`src/rtl/spi_slave_pkg.sv`:
```
`default_nettype none
// ============================================================================
// Module      : spi_slave_pkg
// Description : Shared constants for the SPI mode-0 slave: FSM state
//               encodings and default frame / synchronizer sizes.
// Revision    : 1.0 - initial release
// ============================================================================
package spi_slave_pkg;

    localparam int c_data_width_def  = 8;
    localparam int c_sync_stages_def = 2;

    localparam int                   c_state_w   = 1;
    localparam logic [c_state_w-1:0] c_st_idle   = 1'b0;
    localparam logic [c_state_w-1:0] c_st_active = 1'b1;

endpackage
`default_nettype wire

```
`src/rtl/spi_pin_sync.sv`:
```
`default_nettype none
// ============================================================================
// Module      : spi_pin_sync
// Description : Multi-flop synchronizer for one asynchronous pin, with
//               rise/fall pulses derived from the last two synchronized
//               samples.
// Revision    : 1.0 - initial release
// ============================================================================
module spi_pin_sync #(
    parameter int SYNC_STAGES = 2
) (
    input  logic clk,
    input  logic reset,
    input  logic i_pin,
    output logic o_sync,
    output logic o_rise,
    output logic o_fall
);

    logic [SYNC_STAGES-1:0] r_sync;
    logic                   r_prev;

    // Shift the pin through the synchronizer chain and keep one older sample
    // for edge detection; everything clears to 0 so a low pin held through
    // reset never looks like a falling edge.
    always_ff @(posedge clk) begin
        if (reset) begin
            r_sync <= '0;
            r_prev <= 1'b0;
        end else begin
            r_sync <= {r_sync[SYNC_STAGES-2:0], i_pin};
            r_prev <= r_sync[SYNC_STAGES-1];
        end
    end

    assign o_sync = r_sync[SYNC_STAGES-1];
    assign o_rise =  r_sync[SYNC_STAGES-1] & ~r_prev;
    assign o_fall = ~r_sync[SYNC_STAGES-1] &  r_prev;

endmodule
`default_nettype wire

```
`src/rtl/spi_slave.sv`:
```
`default_nettype none
// ============================================================================
// Module      : spi_slave
// Description : SPI mode-0 (CPOL=0, CPHA=0) MSB-first slave, oversampled by
//               the system clock. Single transmit holding register and a
//               single receive data register with valid/ready handshakes,
//               sticky overrun / underrun flags and a per-byte irq pulse.
// Revision    : 1.0 - initial release
// ============================================================================
module spi_slave
    import spi_slave_pkg::*;
#(
    parameter int SYNC_STAGES = c_sync_stages_def,
    parameter int DATA_WIDTH  = c_data_width_def
) (
    input  logic                  clk,
    input  logic                  reset,
    input  logic                  sclk,
    input  logic                  cs,
    input  logic                  mosi,
    output logic                  miso,
    output logic                  miso_oe,
    input  logic [DATA_WIDTH-1:0] tx_data,
    input  logic                  tx_valid,
    output logic                  tx_ready,
    output logic [DATA_WIDTH-1:0] rx_data,
    output logic                  rx_valid,
    input  logic                  rx_ready,
    output logic                  busy,
    output logic                  irq,
    output logic                  overrun,
    output logic                  tx_underrun,
    input  logic                  clr_flags
);

    localparam int                 c_cnt_w = $clog2(DATA_WIDTH);
    localparam logic [c_cnt_w-1:0] c_last  = c_cnt_w'(DATA_WIDTH - 1);

    // ------------------------------------------------------------------
    // Pin synchronization
    // ------------------------------------------------------------------
    logic w_sclk_sync, w_sclk_rise, w_sclk_fall;
    logic w_cs_sync,   w_cs_rise,   w_cs_fall;
    logic w_unused;

    spi_pin_sync #(.SYNC_STAGES(SYNC_STAGES)) u_sync_sclk (
        .clk    (clk),
        .reset  (reset),
        .i_pin  (sclk),
        .o_sync (w_sclk_sync),
        .o_rise (w_sclk_rise),
        .o_fall (w_sclk_fall)
    );

    spi_pin_sync #(.SYNC_STAGES(SYNC_STAGES)) u_sync_cs (
        .clk    (clk),
        .reset  (reset),
        .i_pin  (cs),
        .o_sync (w_cs_sync),
        .o_rise (w_cs_rise),
        .o_fall (w_cs_fall)
    );

    // The sclk level and the cs rise pulse have no consumer; cs high is
    // acted on as a level so a deselect is never missed.
    assign w_unused = w_sclk_sync ^ w_cs_rise;

    logic [SYNC_STAGES-1:0] r_mosi_sync;
    logic                   w_mosi_s;

    // mosi only needs the same delay as sclk so data and edge stay aligned
    always_ff @(posedge clk) begin
        if (reset) begin
            r_mosi_sync <= '0;
        end else begin
            r_mosi_sync <= {r_mosi_sync[SYNC_STAGES-2:0], mosi};
        end
    end

    assign w_mosi_s = r_mosi_sync[SYNC_STAGES-1];

    // ------------------------------------------------------------------
    // Registers
    // ------------------------------------------------------------------
    logic [c_state_w-1:0]  r_state;
    logic [c_cnt_w-1:0]    r_bit_cnt;
    logic                  r_byte_done;
    logic [DATA_WIDTH-1:0] r_tx_shift;
    logic [DATA_WIDTH-1:0] r_tx_hold;
    logic                  r_tx_full;
    logic [DATA_WIDTH-1:0] r_rx_shift;
    logic [DATA_WIDTH-1:0] r_rx_data;
    logic                  r_rx_valid;
    logic                  r_irq;
    logic                  r_overrun;
    logic                  r_tx_underrun;

    // ------------------------------------------------------------------
    // Event decode
    // ------------------------------------------------------------------
    logic                  w_active;
    logic                  w_frame_start;
    logic                  w_in_frame;
    logic                  w_rise_act;
    logic                  w_fall_act;
    logic                  w_load;
    logic                  w_shift;
    logic                  w_byte_end;
    logic                  w_rx_take;
    logic                  w_accept;
    logic [DATA_WIDTH-1:0] w_rx_byte;

    assign w_active      = (r_state == c_st_active);
    assign w_frame_start = ~w_active & w_cs_fall;
    assign w_in_frame    = w_active & ~w_cs_sync;
    assign w_rise_act    = w_in_frame & w_sclk_rise;
    assign w_fall_act    = w_in_frame & w_sclk_fall;
    // The first falling edge after a completed byte reloads instead of shifting
    assign w_load        = w_frame_start | (w_fall_act & r_byte_done);
    assign w_shift       = w_fall_act & ~r_byte_done;
    assign w_byte_end    = w_rise_act & (r_bit_cnt == c_last);
    assign w_rx_take     = w_byte_end & ~r_rx_valid;
    assign w_accept      = tx_valid & ~r_tx_full;
    assign w_rx_byte     = {r_rx_shift[DATA_WIDTH-2:0], w_mosi_s};

    // Frame FSM, bit counter and "byte just completed" marker
    always_ff @(posedge clk) begin
        if (reset) begin
            r_state     <= c_st_idle;
            r_bit_cnt   <= '0;
            r_byte_done <= 1'b0;
        end else begin
            case (r_state)
                c_st_idle: begin
                    if (w_cs_fall) begin
                        r_state     <= c_st_active;
                        r_bit_cnt   <= '0;
                        r_byte_done <= 1'b0;
                    end
                end
                c_st_active: begin
                    if (w_cs_sync) begin
                        r_state     <= c_st_idle;
                        r_bit_cnt   <= '0;
                        r_byte_done <= 1'b0;
                    end else if (w_sclk_rise) begin
                        if (r_bit_cnt == c_last) begin
                            r_bit_cnt   <= '0;
                            r_byte_done <= 1'b1;
                        end else begin
                            r_bit_cnt <= r_bit_cnt + 1'b1;
                        end
                    end else if (w_sclk_fall) begin
                        r_byte_done <= 1'b0;
                    end
                end
                default: begin
                    r_state <= c_st_idle;
                end
            endcase
        end
    end

    // Transmit holding register and shift register; an accept in the same
    // cycle as a load refills the holding register after the load takes it
    always_ff @(posedge clk) begin
        if (reset) begin
            r_tx_shift <= '0;
            r_tx_hold  <= '0;
            r_tx_full  <= 1'b0;
        end else begin
            if (w_load) begin
                r_tx_shift <= r_tx_full ? r_tx_hold : '0;
            end else if (w_shift) begin
                r_tx_shift <= {r_tx_shift[DATA_WIDTH-2:0], 1'b0};
            end
            if (w_accept) begin
                r_tx_hold <= tx_data;
                r_tx_full <= 1'b1;
            end else if (w_load) begin
                r_tx_full <= 1'b0;
            end
        end
    end

    // Receive shift register, data register handshake and irq pulse
    always_ff @(posedge clk) begin
        if (reset) begin
            r_rx_shift <= '0;
            r_rx_data  <= '0;
            r_rx_valid <= 1'b0;
            r_irq      <= 1'b0;
        end else begin
            r_irq <= w_rx_take;
            if (w_rise_act) begin
                r_rx_shift <= w_rx_byte;
            end
            if (w_rx_take) begin
                r_rx_data  <= w_rx_byte;
                r_rx_valid <= 1'b1;
            end else if (r_rx_valid & rx_ready) begin
                r_rx_valid <= 1'b0;
            end
        end
    end

    // Sticky error flags; a set in the same cycle as clr_flags wins
    always_ff @(posedge clk) begin
        if (reset) begin
            r_overrun     <= 1'b0;
            r_tx_underrun <= 1'b0;
        end else begin
            r_overrun     <= (r_overrun     & ~clr_flags) | (w_byte_end & r_rx_valid);
            r_tx_underrun <= (r_tx_underrun & ~clr_flags) | (w_load & ~r_tx_full);
        end
    end

    // ------------------------------------------------------------------
    // Outputs
    // ------------------------------------------------------------------
    assign busy        = w_active;
    assign miso_oe     = w_active;
    assign miso        = w_active & r_tx_shift[DATA_WIDTH-1];
    assign tx_ready    = ~r_tx_full;
    assign rx_data     = r_rx_data;
    assign rx_valid    = r_rx_valid;
    assign irq         = r_irq;
    assign overrun     = r_overrun;
    assign tx_underrun = r_tx_underrun;

endmodule
`default_nettype wire

```
`config.mk`:
```
export PLATFORM = sky130hd
export DESIGN_NAME = spi_slave
export DESIGN_NICKNAME = d
export VERILOG_FILES = /design/src/rtl/spi_slave_pkg.sv /design/src/rtl/spi_pin_sync.sv /design/src/rtl/spi_slave.sv
export SDC_FILE = /design/constraint.sdc
export NUM_CORES = 1
export LEC_CHECK = 0
export CAP_MARGIN = 20
export CORE_MARGIN = 2
export CORE_UTILIZATION = 52
export DETAILED_ROUTE_END_ITERATION = 16
export PLACE_DENSITY_LB_ADDON = 0.12
export SYNTH_ARGS = -nofsm -noshare
export SYNTH_HDL_FRONTEND = slang
export SYNTH_HIERARCHICAL = 1
export SYNTH_SLANG_ARGS = --single-unit
export TNS_END_PERCENT = 50
```
`constraint.sdc`:
```
create_clock -name clk -period 1.8 [get_ports clk]
set_input_delay 0.27 -clock clk [delete_from_list [all_inputs] [get_ports clk]]
set_output_delay 0.27 -clock clk [all_outputs]
set_load 0.03 [all_outputs]
```
* Word-level counts from Yosys, hierarchy flattened *
Cells that the tools add are included.

operators by class
  add/subtract/negate cells = 1
  equal/unequal tests = 5
  mux-type cells = 21
  bitwise logic cells = 29
  reduce and logical (&&, ||, !) cells = 5

operator list
  operator                                                         number
  8-bit 2-to-1 mux                                                 3
  1-bit AND                                                        18
  3-bit 2-to-1 mux                                                 4
  1-bit 2-to-1 mux                                                 11
  1-bit NOT                                                        8
  3-bit case mux with 2 select lines                               1
  2-bit nonzero test                                               3
  4-bit by 2-bit != test with 1-bit output, second input constant  1
  4-bit by 3-bit != test with 1-bit output, second input constant  1
  1-bit case mux with 2 select lines                               2
  3-bit by 1-bit adder with 3-bit output, second input constant    1
  3-bit == test, second input constant                             1
  3-bit by 2-bit != test with 1-bit output, second input constant  1
  1-bit OR                                                         3
  3-bit AND reduction                                              1
  2-bit != test, second input constant                             1
  2-bit AND reduction                                              1

word-level totals
  register bits = 49
  output and inout port bits = 16

* Depth between registers and ports, before layout *
Gate-level depths: netlist of the first run.

  depth in word-level cells = 7
  gate-level depth with buffers = 6
  mapped depth without buffers = 5

* Hierarchy *
Netlist of the first run, hierarchy kept.

by module, submodules not included
  module        times used  cells an instance  area an instance (um2)  seq. area each (um2)
  spi_slave     1           212                1810.5                  860.8
  spi_pin_sync  2           8                  91.3                    60.1

* Worst setup path before layout of the first run *
No wires, ideal clock.

  path type = reg-to-reg
  start = register r_state, in the netlist busy
  end = register r_rx_valid, in the netlist rx_valid
  data arrival time = 1413 ps
  required time = 1730 ps
  setup slack = 316 ps
  cell stages (with the launch flop) = 7
  buffers on the path = 3
  period minus slack after synthesis = 1484 ps
  cells stage by stage = dfxtp_1 > buf_2 > and3b_1 > buf_2 > buf_4 > nand2_1 > a21oi_1

between the ends
  longest elaborated chain between the ends = 5
  elaborated cells on any way between the ends = 6

ends and longest elaborated chain
  what                                                           line              source
  start: declaration                                             spi_slave.sv:85   logic [c_state_w-1:0] r_state;
  start signal: assignment                                       spi_slave.sv:129  r_state <= c_st_idle;
  start signal: assignment                                       spi_slave.sv:136  r_state <= c_st_active;
  start signal: assignment                                       spi_slave.sv:143  r_state <= c_st_idle;
  1-bit AND *                                                    spi_slave.sv:115  assign w_in_frame = w_active & ~w_cs_sync;
  1-bit AND *                                                    spi_slave.sv:116  assign w_rise_act = w_in_frame & w_sclk_rise;
  1-bit AND *                                                    spi_slave.sv:121  assign w_byte_end = w_rise_act & (r_bit_cnt == c_last);
  1-bit AND *                                                    spi_slave.sv:122  assign w_rx_take = w_byte_end & ~r_rx_valid;
  1-bit 2-to-1 mux / 2-bit nonzero test (equally long branches)  --
  end signal: assignment                                         spi_slave.sv:191  r_rx_valid <= 1'b0;
  end signal: assignment                                         spi_slave.sv:200  r_rx_valid <= 1'b1;
  end signal: assignment                                         spi_slave.sv:202  r_rx_valid <= 1'b0;
  end: declaration                                               spi_slave.sv:93   logic r_rx_valid;

Every way passes the cells marked *; elsewhere a longest branch is shown, timed or not.
A chain may end at the register's enable or synchronous reset.

* Final worst setup path of the first run *
  start = register r_state, in the netlist busy
  end = output port miso

between the ends
  longest elaborated chain between the ends = 1

ends and longest elaborated chain
  what              line              source
  1-bit AND         spi_slave.sv:223  assign miso = w_active & r_tx_shift[DATA_WIDTH-1];
  end: declaration  spi_slave.sv:21   output logic miso,

No other way between the ends.

==> results of run 1 <==
[cells in the final DEF, fill, tap and decap left out, drive strengths merged]
cell,instances
a311oi,7
and3b,2
nand3,16
dfxtp,49
o31ai,1
nand3b,1
clkbuf,5
nor2,5
nor2b,14
nor3,7
nand4,1
a21oi,28
a211oi,2
o211ai,7
a21o,1
clkinv,1
nor3b,1
a31oi,1
a31o,1
bufinv,1
nand2,35
clkdlybuf4s50,30
nand2b,5
o32ai,1
or2,1
inv,6
and2,1
ha,2
o21ai,12
buf,11
a32oi,1
[power by group]
group / leakage [uW] / switching (uW) / internal, uW
registers: 0.000398 / 15.4 / 1110
logic: 0.000384 / 86.6 / 75.6
clock network: 0.0000540 / 343 / 404
total: 0.000837 / 445 / 1590
[state kept, by name (all words and copies together), names as in the netlist, 2 cells and up]
signal,count
u_sync_cs/r_sync,2
r_bit_cnt,3
u_sync_sclk/r_sync,2
r_tx_hold,8
rx_data,8
r_mosi_sync,2
r_rx_shift,7
r_tx_shift,8
[area by class of cell]
| class | count | area, sq um |
|---|---|---|
| fill | 318 | 1232 |
| sequential | 49 | 980.9 |
| multi-input combinational | 153 | 880.8 |
| timing repair buffer | 41 | 380.4 |
| clock buffer | 5 | 68.82 |
| tap | 48 | 60.06 |
| clock inverter | 2 | 35.03 |
| inverter | 6 | 22.52 |
[worst min-delay path by stage]
stage / slack, ps / start / endpoint
2_1_floorplan: 340 / reset / u_sync_cs/r_prev
3_3_place_gp: 420 / r_mosi_sync[0] / r_mosi_sync[1]
3_5_place_dp: 420 / r_mosi_sync[0] / r_mosi_sync[1]
4_1_cts: 360 / reset / overrun
5_1_grt: 380 / reset / rx_valid
6_report: 370 / reset / overrun
[layer usage]
layer  part of all wire  GRT usage
met5                  0          0
met4              0.017    0.08594
met3              0.040    0.05281
met2               0.43     0.3056
met1               0.52     0.2741
[per-stage QoR]
stage	setup WS [ps]	hold WS [ps]	power (uW)	instances
detailed placement	260.8	421.2	1317	297
CTS	64.64	362.4	2062	304
floorplan	316.2	341.6	1250	227
finish	84.98	367.0	2037	304
global route	20.03	384.5	2130	304
global placement	315.3	419.4	1314	297
==> results_tabular.tex, run 1 <==
\begin{tabular}{lr}
\hline
Metric & Value \\
\hline
\multicolumn{2}{l}{\textbf{Placed design}} \\
Number of input and output port buffers inserted & 31 \\
Placed instance area & between 2000 and 2500 sq um \\
Placed wire-length estimate after detailed placement & 2.629 mm \\
Routability Congestion & slightly below 0.8 \\
\multicolumn{2}{l}{\textbf{Route}} \\
DRC violations left & 0 \\
First-pass iteration count of the detailed router & 4 \\
Via count of the routed design & about 1.6k \\
Final WL & 3.813 mm \\
Post-detailed-route wirelength per cell & 12.54 um \\
Via density per instance & 5.345 \\
DRC marker count from the first detailed-route iteration & 129 \\
Routed Antenna Nets & 0 \\
\multicolumn{2}{l}{\textbf{CTS}} \\
CTS tree & done \\
Clock latency reported for the late side of the worst-skew pair & approximately 300 ps \\
Number of buffers on the longest clock path & 2 \\
Number of buffers inserted to repair setup after CTS & 0 \\
Root Buffer & sky130\_fd\_sc\_hd\_\_clkbuf\_8 \\
Number of cells upsized or downsized after cts & 0 \\
Hold Buf Count CTS & 0 \\
Deepest level of the CTS H-tree & 2 \\
Clock net sink count & 49 \\
Clock buffers created by TritonCTS & 5 \\
Clk slew on worst S/H paths & 80 ps \\
\multicolumn{2}{l}{\textbf{Layout}} \\
Core utilization of the finished layout & 0.6634 \\
Synth-to-Final Area Change & 22.23\% \\
Fraction of layout instances using a drive strength above 1 & 0.1016 \\
Antenna cell count & 0 \\
Finished Cell Area & 2429 sq um \\
Net count, final & 274 \\
\multicolumn{2}{l}{\textbf{Global routing}} \\
Via count of the first global-routing pass & 1498 \\
Overflow left after global routing & 0 \\
Initial antenna violation count & 0 \\
Wire length of the first global-routing pass & 6.775 mm \\
Pin count of the biggest net entering global routing & 22 \\
GRT Total Usage & 0.2027 \\
\multicolumn{2}{l}{\textbf{Setup path}} \\
Signal arrival time at the worst endpoint & about 1500 ps \\
Worst setup path startpoint & busy \\
Sort of element at the end of the critical path & output pin \\
Crit. path cell count & 2 \\
Ordered cell list for the critical path & and2\_1 > clkdlybuf4s50\_1 \\
Standard cell with the maximum stage delay on the critical path & sky130\_fd\_sc\_hd\_\_clkdlybuf4s50\_1 \\
Critical path endpoint & miso \\
Largest fanout on the critical path & 4 \\
Startpoint types & flip-flop \\
Category of the most critical setup path & flip-flop to output pin \\
R2R setup slack & 240 ps \\
Path depth of the worst reg2reg path & 4 \\
Bufs and invs on worst path & 1 \\
CP delay by family, top & buffers and inverters \\
Data required time at the worst endpoint & 1530 ps \\
Start of the worst register-to-register path & u\_sync\_sclk/r\_prev \\
Crit Reg-Reg Endpoint & r\_tx\_shift[1] \\
Critical path's largest stage delay & 660 ps \\
\multicolumn{2}{l}{\textbf{Worst hold path}} \\
Worst min-delay path category & primary input to flip-flop \\
Worst hold path stage count & 2 \\
\multicolumn{2}{l}{\textbf{Die}} \\
Starting density of the core & 0.5427 \\
Top-level I/O count & 32 \\
Placeable core area & 3661 sq um \\
Die boundary width & 65.82 um \\
Vertical die dimension & between 60 and 70 um \\
Area enclosed by the die boundary & 4332 sq um \\
Number of core rows & 22 \\
\multicolumn{2}{l}{\textbf{Yosys}} \\
Syn\_nets & 245 \\
Yosys warning count & 6 \\
Post-Synthesis Cells & 227 \\
Average cell area after synthesis & 8.753 sq um \\
Total standard cell area after synthesis & 1987 sq um \\
\multicolumn{2}{l}{\textbf{Timing}} \\
Setup\_tns & 0 ps \\
Unrepaired setup endpoints after global routing & false \\
Minimum clock period & 1715 ps \\
Worst slew margin relative to its limit & 0.6710 \\
Clock skew after layout & 8.325 ps \\
Period utilization & 0.9528 \\
Actual transition at the worst max-transition pin & just under 500 ps \\
Final setup viols & 0 \\
Number of max-slew violations in the final report & 0 \\
Final hold viol count & 0 \\
Peak clock frequency supported by timing & 0.5831 GHz \\
\multicolumn{2}{l}{\textbf{Power}} \\
Static Leak & roughly 0.00084 uW \\
Peak supply drop & 535.6 uV \\
Pwr per Cell Area & between 800 and 900 nW/um\^{}2 \\
\multicolumn{2}{l}{\textbf{Flow run}} \\
Number of max-cap violations & 0 \\
\multicolumn{2}{l}{\textbf{Status}} \\
Status & complete, no violations \\
\hline
\end{tabular}
No activity file was read; power rests on OpenSTA's default activity.
==> inputs of run 2 (changes only) <==
CTS_CLUSTER_SIZE = 12   (was unset)
==> results of run 2 <==
No change in the layout: final DEF, timing and power equal those of run 1.
==> inputs of run 3 (changes only) <==
==> constraint.sdc (replaced) <==
create_clock -name clk -period 1.8 [get_ports clk]
set_input_delay 0.27 -clock clk [delete_from_list [all_inputs] [get_ports clk]]
set_output_delay 0.27 -clock clk [all_outputs]
set_load 0.02 [all_outputs]
==> run 3 against run 2 <==
  * Global-route usage fell by 0.46 points
  * Routed wire length rose by 1.2%
  * Final cell count grew 0.33%
  * Critical path type unchanged
  * Critical endpoint unchanged
==> results_tabular.tex, run 3 (synthesis results as in run 1) <==
\begin{tabular}{lr}
\hline
Metric & Value \\
\hline
\multicolumn{2}{l}{\textbf{Status}} \\
Status & complete, no violations (unchanged) \\
\multicolumn{2}{l}{\textbf{CTS}} \\
Clock net sink count & 49 (unchanged) \\
Clock latency reported for the late side of the worst-skew pair & 310 ps (was 300 ps) \\
Hold Buf Count CTS & 0 (unchanged) \\
Root Buffer & sky130\_fd\_sc\_hd\_\_clkbuf\_8 (unchanged) \\
Clk slew on worst S/H paths & 80 ps (about the same) \\
Number of buffers inserted to repair setup after CTS & 0 (unchanged) \\
Clock buffers created by TritonCTS & 5 (unchanged) \\
Number of buffers on the longest clock path & 2 (unchanged) \\
CTS tree & done (unchanged) \\
Deepest level of the CTS H-tree & 2 (unchanged) \\
\multicolumn{2}{l}{\textbf{Setup path}} \\
Largest fanout on the critical path & 7 (was 4) \\
Path depth of the worst reg2reg path & 4 (unchanged) \\
Sort of element at the end of the critical path & output pin (unchanged) \\
Data required time at the worst endpoint & 1530 ps (about the same) \\
Signal arrival time at the worst endpoint & 1410 ps (was 1450 ps) \\
Crit Reg-Reg Endpoint & r\_tx\_shift[6] (was r\_tx\_shift[1]) \\
Category of the most critical setup path & flip-flop to output pin (unchanged) \\
Worst setup path startpoint & busy (unchanged) \\
Critical path endpoint & miso (unchanged) \\
R2R setup slack & 220 ps (was 240 ps) \\
Start of the worst register-to-register path & u\_sync\_cs/r\_prev (was u\_sync\_sclk/r\_prev) \\
Startpoint types & flip-flop (unchanged) \\
\multicolumn{2}{l}{\textbf{Worst hold path}} \\
Launch instance of the worst min-delay path & reset (unchanged) \\
Worst min-delay path category & primary input to flip-flop (unchanged) \\
Worst hold path stage count & 2 (unchanged) \\
\multicolumn{2}{l}{\textbf{Placed design}} \\
Routability Congestion & 0.7848 (was 0.7918) \\
Placed instance area & 2325 sq um (unchanged) \\
Number of input and output port buffers inserted & 31 (unchanged) \\
Placed wire-length estimate after detailed placement & 2.558 mm (was 2.629 mm) \\
Setup WS pre-CTS & 240.6 ps (was 260.8 ps) \\
\multicolumn{2}{l}{\textbf{Timing}} \\
Actual transition at the worst max-transition pin & 476.7 ps (was 492.5 ps) \\
Clock skew after layout & 5.814 ps (was 8.325 ps) \\
Final setup viols & 0 (unchanged) \\
Peak clock frequency supported by timing & 0.5968 GHz (was 0.5831 GHz) \\
Final setup margin & 124.3 ps (was 84.98 ps) \\
Number of max-slew violations in the final report & 0 (unchanged) \\
Period utilization & 0.9309 (was 0.9528) \\
Worst slew margin relative to its limit & 0.6815 (was 0.6710) \\
Minimum clock period & 1676 ps (was 1715 ps) \\
Final hold viol count & 0 (unchanged) \\
Setup\_tns & 0 ps (unchanged) \\
Unrepaired setup endpoints after global routing & false (unchanged) \\
\multicolumn{2}{l}{\textbf{Die}} \\
Area enclosed by the die boundary & 4332 sq um (unchanged) \\
Die boundary width & 65.82 um (unchanged) \\
Number of core rows & 22 (unchanged) \\
Placeable core area & 3661 sq um (unchanged) \\
Vertical die dimension & 65.82 um (unchanged) \\
Starting density of the core & 0.5427 (unchanged) \\
Top-level I/O count & 32 (unchanged) \\
\multicolumn{2}{l}{\textbf{Layout}} \\
Most used cells in the layout excluding fill and tap cells & 47 x sky130\_fd\_sc\_hd\_\_dfxtp\_1, 35 x sky130\_fd\_sc\_hd\_\_nand2\_1, 30 x sky130\_fd\_sc\_hd\_\_clkdlybuf4s50\_1 (was 49 x sky130\_fd\_sc\_hd\_\_dfxtp\_1, 35 x sky130\_fd\_sc\_hd\_\_nand2\_1, 30 x sky130\_fd\_sc\_hd\_\_clkdlybuf4s50\_1) \\
Fillers & 301 (was 318) \\
Multi-input gate area & 880.8 sq um (unchanged) \\
Commonest non-fill, non-tap cell in the layout & sky130\_fd\_sc\_hd\_\_dfxtp\_1 (unchanged) \\
Finished Cell Area & 2461 sq um (was 2429 sq um) \\
Synth-to-Final Area Change & 23.87\% (was 22.23\%) \\
Antenna cell count & 0 (unchanged) \\
Net count, final & 274 (unchanged) \\
Sequential cell area in the final layout & 983.4 sq um (was 980.9 sq um) \\
Fraction of layout instances using a drive strength above 1 & 0.1128 (was 0.1016) \\
\multicolumn{2}{l}{\textbf{Power}} \\
Pwr per Cell Area & 891.6 nW/um\^{}2 (was 838.7 nW/um\^{}2) \\
Peak supply drop & 628.9 uV (was 535.6 uV) \\
Static Leak & 0.0008517 uW (was 0.0008366 uW) \\
Total power draw & 2194 uW (was 2037 uW) \\
\multicolumn{2}{l}{\textbf{Route}} \\
DRC violations left & 0 (unchanged) \\
DRC marker count from the first detailed-route iteration & 61 (was 129) \\
First-pass iteration count of the detailed router & 4 (unchanged) \\
Via count of the routed design & 1667 (was 1625) \\
Post-detailed-route wirelength per cell & 12.65 um (was 12.54 um) \\
Final WL & 3.858 mm (was 3.813 mm) \\
Via density per instance & 5.466 (was 5.345) \\
Routed Antenna Nets & 0 (unchanged) \\
\multicolumn{2}{l}{\textbf{Flow run}} \\
Number of max-cap violations & 0 (unchanged) \\
\multicolumn{2}{l}{\textbf{Global routing}} \\
Overflow left after global routing & 0 (unchanged) \\
Via count of the first global-routing pass & 1422 (was 1498) \\
GRT Total Usage & 0.1980 (was 0.2027) \\
Wire length of the first global-routing pass & 6.527 mm (was 6.775 mm) \\
Pin count of the biggest net entering global routing & 23 (was 22) \\
Initial antenna violation count & 0 (unchanged) \\
\hline
\end{tabular}
-- run 3: cell count changes in the layout (fill, tap and decap cells not counted) --
cell                        delta
sky130_fd_sc_hd__dfxtp_1       -2
sky130_fd_sc_hd__dfxtp_2       +2
sky130_fd_sc_hd__bufinv_16     +1
-- run 3: area by class of cell --
cell class              instances  share of cell area
clock buffers                   5             0.02796
clock inverters                 3             0.02644
inverters                       6            0.009151
multi-input cells             153              0.3579
flip-flops and latches         49              0.3996
well taps                      48             0.02440
repair buffers                 41              0.1546
-- run 3: worst min path at each step --
| stage | slack, ps | endpoint |
|---|---|---|
| 3_3_place_gp | 420 | r_mosi_sync[1] |
| 6_report | 330 | overrun |
| 3_5_place_dp | 430 | u_sync_sclk/r_sync[1] |
| 4_1_cts | 320 | overrun |
| 2_1_floorplan | 340 | u_sync_cs/r_prev |
| 5_1_grt | 340 | overrun |
-- run 3: metrics by stage --
step,utilization,instances,hold slack (ps)
4_1_cts,0.6719,305,324.4
3_5_place_dp,0.6350,297,427.0
5_1_grt,0.6722,305,339.1
6_report,0.6722,305,330.0
2_1_floorplan,-,227,341.6
3_3_place_gp,0.6350,297,419.4
-- run 3: critical path, cell delays in order (launching register included) --
cell and delay, ps:
sky130_fd_sc_hd__dfxtp_2 380, sky130_fd_sc_hd__and2_1 130, sky130_fd_sc_hd__clkdlybuf4s50_1 590
-- run 3: repair_timing --
action / CTS / global route
pin swaps: 0 / 0
setup endpoints to repair: 1 / 1
resized for setup: 1 / 1
-- run 3: power breakdown --
group	switching, uW	internal, uW	total, uW
registers	22.4	1110	1140
logic	74.8	73.5	148
clock network	359	551	911
total	456	1740	2190
-- run 3: metal layers --
metal  track usage  up-vias  part of all wire
li1              -      844                 -
met1        0.2722      779              0.51
met2        0.2854       37              0.42
met3       0.05622        7             0.049
met4       0.09375        0             0.019
met5             0        -                 0
